[config.mk]
export PLATFORM = sky130hd
export DESIGN_NAME = mem_arbiter
export DESIGN_NICKNAME = d
export VERILOG_FILES = /design/src/rtl/mem_arbiter.sv
export SDC_FILE = /design/constraint.sdc
export NUM_CORES = 1
export LEC_CHECK = 0
export BUFFER_PORTS_ARGS = -buffer_cell sky130_fd_sc_hd__buf_2
export CAP_MARGIN = 20
export CORE_AREA = 2 2 107 109
export DETAILED_ROUTE_END_ITERATION = 6
export DIE_AREA = 0 0 109 111
export HOLD_SLACK_MARGIN = 0.15
export SYNTH_ARGS = -nofsm -noshare
export SYNTH_HDL_FRONTEND = slang
export SYNTH_SLANG_ARGS = --single-unit
[constraint.sdc]
create_clock -name clk -period 1.7 [get_ports clk]
set_clock_uncertainty 0.05 [all_clocks]
set_input_delay 0.34 -clock clk [delete_from_list [all_inputs] [get_ports clk]]
set_output_delay 0.34 -clock clk [all_outputs]
set_load 0.05 [all_outputs]
[src/rtl/mem_arbiter.sv]
// mem_arbiter
//   Round-robin arbiter between the data-memory ports of N_CORES cores and a
//   single shared RAM. One core is granted at a time. An atomic load pins the
//   grant to its core until that core's atomic store completes, or until the
//   lock has been idle for LOCK_TIMEOUT cycles (0 = no timeout).
//
// Ports
//   clk, rst            clock, synchronous active-high reset
//   en                  global enable; 0 freezes state, blocks the RAM, stalls cores
//   core_mem_read/write/atomic [N_CORES]   per-core strobes and atomic qualifier
//   core_mem_addr   [N_CORES*ADDR_W]       packed, core i at [i*ADDR_W +: ADDR_W]
//   core_mem_data_w [N_CORES*DATA_W]       packed write data
//   core_mem_data_r [DATA_W]               read data broadcast (= mem_data_r)
//   core_mem_wait   [N_CORES]              per-core stall
//   mem_read/write/atomic, mem_addr, mem_data_w    request towards the RAM
//   mem_data_r, mem_wait                           RAM response and stall
module mem_arbiter #(
  parameter int N_CORES      = 2,
  parameter int DATA_W       = 32,
  parameter int ADDR_W       = 32,
  parameter int LOCK_TIMEOUT = 64
) (
  input  logic                        clk,
  input  logic                        rst,
  input  logic                        en,
  input  logic [N_CORES-1:0]          core_mem_read,
  input  logic [N_CORES-1:0]          core_mem_write,
  input  logic [N_CORES-1:0]          core_mem_atomic,
  input  logic [N_CORES*ADDR_W-1:0]   core_mem_addr,
  input  logic [N_CORES*DATA_W-1:0]   core_mem_data_w,
  output logic [DATA_W-1:0]           core_mem_data_r,
  output logic [N_CORES-1:0]          core_mem_wait,
  output logic                        mem_read,
  output logic                        mem_write,
  output logic                        mem_atomic,
  output logic [ADDR_W-1:0]           mem_addr,
  output logic [DATA_W-1:0]           mem_data_w,
  input  logic [DATA_W-1:0]           mem_data_r,
  input  logic                        mem_wait
);

  localparam int IDX_W = (N_CORES > 1) ? $clog2(N_CORES) : 1;
  localparam int CNT_W = (LOCK_TIMEOUT > 2) ? $clog2(LOCK_TIMEOUT) : 1;
  localparam logic [CNT_W-1:0] CNT_LAST = CNT_W'((LOCK_TIMEOUT > 0) ? LOCK_TIMEOUT - 1 : 0);

  typedef enum logic [1:0] {IDLE, GRANT, LOCK} state_t;

  state_t             state;
  logic [IDX_W-1:0]   grant;
  logic [IDX_W-1:0]   last;
  logic [CNT_W-1:0]   lock_cnt;

  logic [N_CORES-1:0] req;
  logic [IDX_W-1:0]   pick;
  logic               g_read, g_write, g_atomic;
  logic [ADDR_W-1:0]  g_addr;
  logic [DATA_W-1:0]  g_data;
  logic               forwarding;
  logic               active;
  logic               done;

  assign req = core_mem_read | core_mem_write;

  // Signals of the granted core.
  always_comb begin
    g_read   = 1'b0;
    g_write  = 1'b0;
    g_atomic = 1'b0;
    g_addr   = '0;
    g_data   = '0;
    for (int unsigned i = 0; i < N_CORES; i++) begin
      if (grant == IDX_W'(i)) begin
        g_read   = core_mem_read[i];
        g_write  = core_mem_write[i];
        g_atomic = core_mem_atomic[i];
        g_addr   = core_mem_addr[i*ADDR_W +: ADDR_W];
        g_data   = core_mem_data_w[i*DATA_W +: DATA_W];
      end
    end
  end

  // Round-robin pick: first requester after `last`, wrapping.
  always_comb begin
    logic found;
    found = 1'b0;
    pick  = last;
    for (int unsigned k = 1; k <= N_CORES; k++) begin
      int unsigned idx;
      idx = (32'(last) + k) % N_CORES;
      if (!found && req[idx]) begin
        pick  = IDX_W'(idx);
        found = 1'b1;
      end
    end
  end

  // GRANT and LOCK both forward the owner combinationally; reset blocks it.
  assign forwarding = (state != IDLE) && !rst;
  assign active     = forwarding && en;
  assign done       = active && (g_read || g_write) && !mem_wait;

  assign mem_read        = active & g_read;
  assign mem_write       = active & g_write;
  assign mem_atomic      = active & g_atomic;
  assign mem_addr        = forwarding ? g_addr : '0;
  assign mem_data_w      = forwarding ? g_data : '0;
  assign core_mem_data_r = mem_data_r;

  always_comb begin
    core_mem_wait = '0;
    for (int unsigned i = 0; i < N_CORES; i++) begin
      core_mem_wait[i] = req[i] & ~((grant == IDX_W'(i)) & active & ~mem_wait);
    end
  end

  always_ff @(posedge clk) begin
    if (rst) begin
      state    <= IDLE;
      grant    <= '0;
      last     <= IDX_W'(N_CORES - 1);
      lock_cnt <= '0;
    end else if (en) begin
      unique case (state)
        IDLE: begin
          if (|req) begin
            grant <= pick;
            state <= GRANT;
          end
        end
        GRANT: begin
          if (!(g_read || g_write)) begin
            state <= IDLE;
          end else if (done) begin
            last <= grant;
            if (g_atomic && g_read) begin
              state    <= LOCK;
              lock_cnt <= '0;
            end else begin
              state <= IDLE;
            end
          end
        end
        LOCK: begin
          if (done) begin
            last <= grant;
            if (g_atomic && g_write) begin
              state <= IDLE;
            end else begin
              lock_cnt <= '0;
            end
          end else if ((LOCK_TIMEOUT != 0) && (lock_cnt == CNT_LAST)) begin
            state <= IDLE;
          end else begin
            lock_cnt <= lock_cnt + 1'b1;
          end
        end
        default: state <= IDLE;
      endcase
    end
  end

endmodule

Yosys cells after proc, flatten, opt, wreduce, memory -nomap -nowiden:

Index checks and enable logic that the tools add are counted.

* register bits: 10
* logic and storage cells: 86
* input port bits: 170
* output and inout port bits: 101

* muxes and demuxes: 32
* $lt $le $gt $ge: 2
* reduce and logical (&&, ||, !) cells: 19
* bitwise logic cells: 14
* equality and inequality tests: 12
* add/sub/neg operators: 3

Operators with widths (number)
* $mux 32: 4
* $mux 6: 6
* $ne 3x3->1 const B: 5
* $mux 2: 7
* $mux 1: 12
* $pmux 6 s2: 1
* $and 1x1->1: 9
* $ne 2x2->1 const B: 4
* $logic_and 1x1->1: 7
* $reduce_and 7->1: 1
* $add 6x1->6 const B: 1
* $eq 6x6->1 const B: 1
* $pmux 2 s3: 1
* $reduce_and 3->1: 2
* $reduce_and 5->1: 1
* $lt 1x2->1 const B: 2
* $not 1->1: 4
* $reduce_bool 2->1: 2
* $logic_not 1->1: 3
* $add 1x1->1 const B: 2
* $eq 2x1->1 const B: 1
* $eq 2x2->1 const B: 1
* $logic_not 2->1: 1
* $or 2x2->2: 1
* other kinds (3): 3

Depth between registers and ports, before layout:

Gate-level depths: netlist of the first run.

* depth after elaboration: 8
* mapped depth: 6
* gate-level depth less buffers: 6

Least setup slack after synthesis of the first run:

No wires, ideal clock.

* kind: flip-flop to output port
* from: register state[0]
* to: output port mem_addr[10]
* path buffers: 3
* data required time: 1.310 ns
* cell stages (with the launch flop): 6
* slack: -0.380 ns
* data arrival time: 1.690 ns
* path through: dfxtp_1 buf_2 o21bai_1 clkbuf_1 clkbuf_1 nor2_1

* cells in the longest elaborated chain, start to end: 3

Ends and longest elaborated chain
* from (decl): line 48 `state_t state;`
* from (signal assigned): line 118 `state <= IDLE;`
* from (signal assigned): line 127 `state <= GRANT;`
* from (signal assigned): line 132 `state <= IDLE;`
* $reduce_bool 2->1: line 98 `assign forwarding = (state != IDLE) && !rst;`
* $logic_and 1x1->1: line 98
* $mux 32: line 105 `assign mem_addr = forwarding ? g_addr : '0;`
* to (decl): line 36 `output logic [ADDR_W-1:0] mem_addr,`

No other way between the ends.

Worst setup path after layout of the first run:

* from: register grant
* to: output port mem_data_w[9]

* cells in the longest elaborated chain, start to end: 2

Ends and longest elaborated chain
* from (decl): line 49 `logic [IDX_W-1:0] grant;`
* from (signal assigned): line 126 `grant <= pick;`
* $mux 32: line 72 `if (grant == IDX_W'(i)) begin`
* $mux 32: line 106 `assign mem_data_w = forwarding ? g_data : '0;`
* to (decl): line 37 `output logic [DATA_W-1:0] mem_data_w,`

No other way between the ends.

==> metrics, run 1 <==
Post-Synthesis Cell Area=2030 um^2; syn_nets=443; Post-Route WL=11,200 um; met2 wire len=5910 um; Post-synth EDFFs=0; total CTS buffers=3; via/cell ratio=4.59; Cell Int Power=1480 uW; clk root buf=clkbuf_16; # fillers=989; Largest delay share family, worst path=buffers and inverters; CTS tree=done; # rows=39; Setup crit start=grant; die area=12,100 um^2; cells on worst reg2reg path=6; met3 wire len=1060 um; Sw Pwr=1120 uW; sequential share of the synthesized area=9.84%; first-pass GRT wire length=15,900 um; CP Data Arrival Time=1.50 ns; count of input and output buffers=206; switching share of power=43.2%; Final Critical Period=1.89 ns; total power=2610 uW; top-count cell post-synth=nor2_1; largest buffer count on any clock path=2; violated checks=setup timing; syn avg cell area=7.48 um^2; Ports=271; Fin. Hold Viols=0; CP Depth=6; RSZ-0062 raised after global routing=true; DIE WIDTH=109 um; Core Area=11,100 um^2; Top cell by count, worst path=buf_12; post-layout util=47.8%; share of the synthesized area in the top cell type=33.5%; Synth area leaders=mux2i_1, nor2_1, buf_4; max-slew violations=0; r2r setup slk=-0.04 ns; P_leak=0.00211 uW; Synth area leader=mux2i_1; H-Tree Depth=1; Placer Congestion=0.879; Cell Pwr Density=492 nW/um^2; ANT nets after route=0; synth warn=0; initial antenna violation count=2; Distinct cells, synth=49; max_cap viols=0; clock network power share=18.4%; worst r2r dst=state[0]; DRT met1 WL=3880 um; critical path type=reg2out; grt ovf=0; Worst setup SP type=register; GRT Total Usage=16.8%; wire length per cell=17.5 um; Final Cycle Share=111%; DRT iter0 DRCs=112; vias in the first global route=3,067; Synth async-reset ratio=0%; Synth Flop Type=dfxtp_1; DR pass1 iterations=4; layout net count=665; worst skew pair latency=0.24 ns; Mapped Cells=272; HP Class=in2reg; clock slew at reported path FFs=0.04 ns; end of the critical path=mem_data_w[9]; kind of end point of the critical path=primary output; final setup vio count=73; layout cells sized above 1=86.6%; pin count of the biggest net entering global routing=19; max_slew headroom=76.8%; Initial Util=18.4%; reg2reg start=grant; Vias=2,927; Die Height=111 um; Critical-path top delay cell=dfxtp_4; Final WS setup=-0.192 ns; maximum vdd drop=0.290 mV; status=finished, violations left; sequential power share=9.7%; Critical Path Fanout Max=7; DR top layer=met4; combinational power share=71.9%; footprint of the multi-input gates=2690 um^2; Register Area=211 um^2; Worst path max stage delay=0.42 ns; Buf/Inv on CP=4; Crit path required time=1.31 ns; Synth-to-Final Area Change=160%; DRC Markers=0; commonest cells in the netlist=nor2_1, mux2i_1, buf_4, dfxtp_1; Fmax achieved=0.529 GHz; Yosys reg bits=10; cts hold-fix bufs=0; worst path cell trace=buf_12 > buf_12 > mux2i_1 > buf_4 > nor2_4 > buf_6; Post-DP HPWL=7440 um; CTS Sinks=10; Worst Tran Pin Value=0.348 ns
==> power groups by stage <==
stage / logic, uW / registers, uW / clock network (uW)
floorplan: 1090 / 247 / 0
global placement: 1250 / 256 / 0
detailed placement: 1270 / 257 / 0
CTS: 1730 / 253 / 482
global route: 1950 / 255 / 497
finish: 1870 / 254 / 479
==> worst min path at each step <==
stage                             end  from  depth (start not counted)  slack (ns)
after floorplan                  last  last                          2        0.39
after global placement           last  last                          2        0.42
after detailed placement         last  last                          2        0.42
after CTS                    state[0]   rst                          3        0.42
after global routing      lock_cnt[0]   rst                          3        0.44
final                        state[0]   rst                          3        0.42
==> worst register-to-register path, stage by stage, from the launching register on <==
cell	delay, ns
dfxtp_4	0.42
or3b_1	0.43
buf_4	0.16
and2_1	0.16
a31oi_1	0.18
a2bb2oi_1	0.18
nor2_1	0.05
==> flip-flops by register name, summed over array words and instances, names as in the netlist <==
register and flops:
grant 1, last 1, lock_cnt 6, state 2
==> area by class of cell <==
class	count	area share, %
multi-input cells	209	50.8
repair buffers	267	39.8
well taps	143	3.38
clock buffers	4	1.68
diodes	1	0.0473
inverters	3	0.213
flip-flops and latches	10	3.99
==> per-layer routing <==
metal  vias to the layer above  track usage (%)
met5                         -                0
li1                       1383                -
met2                       157             30.9
met4                         0             5.64
met1                      1356             18.0
met3                        31             4.76
==> layout by cell type, fill, tap and decap left out, drive strengths merged, types with 2 or more instances in the layout <==
cell type and n:
a2bb2oi 2, and3 2, a21oi 4, nor3 5, a31oi 2, dfxtp 10
nand3 6, a32o 3, o21ai 3, a211oi 2, nand2b 3, nor2 72
nand2 10, nand4 2, mux2i 68, inv 3, clkbuf 7, buf 264
==> metrics by stage <==
stage	instances	TNS [ns]	setup slack [ns]	cell area (um^2)	hold WS, ns
5_1_grt	636	-13.37	-0.229	5290	0.444
3_3_place_gp	616	-1.70	-0.0983	3860	0.421
4_1_cts	633	-9.61	-0.174	5010	0.418
2_1_floorplan	272	-1.25	-0.178	2610	0.392
6_report	637	-9.27	-0.192	5290	0.420
3_5_place_dp	616	-2.31	-0.127	3860	0.418
==> what timing repair did <==
item | in CTS | in global routing
cloned | 5 | 3
pin swaps | 17 | 11
setup buffers | 8 | 0
resized for setup | 208 | 35
endpoints found under the setup margin | 75 | 78
==> logic make-up (layout without fill, tap and decap cells) <==
kind of cell | after synthesis | count (layout) | share of synthesized area, %
AND/OR/NAND/NOR | 109 | 109 | 23.9
multiplexers | 68 | 68 | 33.5
buffers and inverters | 53 | 274 | 16.4
AO/OA/AOI/OAI | 31 | 31 | 15.8
flip-flops | 10 | 10 | 9.84
adder cells (fa/ha/maj) | 1 | 1 | 0.615
other | 0 | 1 | 0
Note: power is estimated with default switching activity, not from simulation.
==> run 2: changes to the inputs <==
BUFFER_PORTS_ARGS = unset   (was -buffer_cell sky130_fd_sc_hd__buf_2)
CORE_AREA = 2 2 106 108   (was 2 2 107 109)
DIE_AREA = 0 0 108 110   (was 0 0 109 111)
DONT_BUFFER_PORTS = 1   (was unset)
REMOVE_ABC_BUFFERS = 1   (was unset)
==> metrics, run 2 (synthesis gave the netlist of run 1 again) <==
count of input and output buffers=0; Ports=271; die area=11,900 um^2; Top Registers=lock_cnt x6, state x2; total CTS buffers=3; CTS Sinks=10; cells on worst reg2reg path=6; DRC Markers=0; Post-Route WL=11,600 um; Worst Tran Pin Value=0.480 ns; via/cell ratio=4.88; H-Tree Depth=1; layout cells sized above 1=62.9%; final setup vio count=74; DIE WIDTH=108 um; # rows=38; placed standard-cell area=2730 um^2; Post-DP HPWL=9480 um; pin count of the biggest net entering global routing=22; Worst Hold Margin=0.227 ns; worst r2r dst=lock_cnt[5]; HP Class=in2reg; Core Area=10,700 um^2; wire length per cell=24.0 um; Crit path required time=1.31 ns; vias in the first global route=2,451; Synth-to-Final Area Change=87.5%; Die Height=110 um; Final Cycle Share=109%; max FFs per register=6; Finished Cell Area=3810 um^2; P_leak=0.00142 uW; Final Critical Period=1.85 ns; Biggest register=lock_cnt; DR pass1 iterations=7; r2r setup slk=-0.13 ns; DRT iter0 DRCs=124; status=finished, violations left; clk root buf=clkbuf_8; critical path type=reg2out; min-delay src=en; max_slew headroom=67.6%; Setup crit start=grant; Critical Path Fanout Max=7; final antenna diode count=0; GRT Total Usage=17.6%; Final WS setup=-0.151 ns; maximum vdd drop=0.211 mV; Fmax achieved=0.540 GHz; clock slew at reported path FFs=0.05 ns; commonest cells after routing, fill and taps aside=buf_6, mux2i_1, nor2_1; most common cell after layout, fill and taps aside=buf_6; largest buffer count on any clock path=2; max-slew violations=0; kind of end point of the critical path=primary output; post-layout util=35.7%; Placer Congestion=0.822; ANT nets after route=0; Worst setup SP type=register; Cells on Worst Hold Path=2; max_cap viols=0; first-pass GRT wire length=15,200 um; initial antenna violation count=0; RSZ-0062 raised after global routing=true; Fin. Hold Viols=0; layout net count=517; CTS tree=done; violated checks=setup timing; grt ovf=0; reg2reg start=grant; Cell Pwr Density=500 nW/um^2; worst skew pair latency=0.24 ns; Cells after DPL=464; end of the critical path=mem_data_w[4]; dpl ws=-0.155 ns; CP Data Arrival Time=1.46 ns; Vias=2,369; Initial Util=19.0%; Finished Layout Cells=485
[run 2: cell count changes in the layout (fill, tap and decap cells not counted), sizes merged]
cell,delta
buf,-148
dlygate4sd3,+1
diode,-1
clkbuf,-1
[run 2: per-stage QoR]
stage               TNS [ns]  power, uW
floorplan            -179.99        933
global placement      -0.423       1220
detailed placement    -0.778       1230
CTS                    -8.34       1790
global route          -11.65       1990
finish                 -7.61       1910
[run 2: worst min path at each step]
stage	endpoint
3_5_place_dp	lock_cnt[0]
4_1_cts	state[1]
2_1_floorplan	lock_cnt[0]
6_report	state[1]
5_1_grt	state[1]
3_3_place_gp	lock_cnt[0]
[run 2: metal layers]
layer | GRT usage (%) | vias up | wire, um
li1 | - | 1082 | -
met2 | 28.5 | 176 | 5480
met5 | 4.91 | - | 71
met1 | 21.3 | 1105 | 4600
met3 | 9.52 | 4 | 1470
met4 | 1.10 | 2 | 22
[run 2: where the power goes]
group | total, uW | leakage (uW) | internal [uW] | switching (uW)
clock network | 301 | 0.0000288 | 204 | 97.3
logic | 1360 | 0.00131 | 626 | 732
registers | 249 | 0.0000825 | 241 | 7.49
total | 1910 | 0.00142 | 1070 | 837
[run 2: area by class of cell]
class | count | area, um^2
clock buffer | 4 | 55.1
fill | 1085 | 6880
inverter | 3 | 11.3
multi-input combinational | 209 | 1940
sequential | 10 | 206
tap | 140 | 175
timing repair buffer | 119 | 1430
[run 2: repair_timing]
action | 4_1_cts | 5_1_grt
resized for setup | 144 | 55
endpoints found under the hold margin | 4 | 0
hold buffers | 1 | 0
cloned | 4 | 3
setup endpoints to repair | 74 | 78
buffers inserted | 10 | 0
pin swaps | 16 | 11
[run 2: critical path: stages (launching register included)]
cell	delay, ns
dfxtp_4	0.37
buf_12	0.15
buf_6	0.12
buf_6	0.11
mux2i_1	0.11
nor2_1	0.16
buf_6	0.19
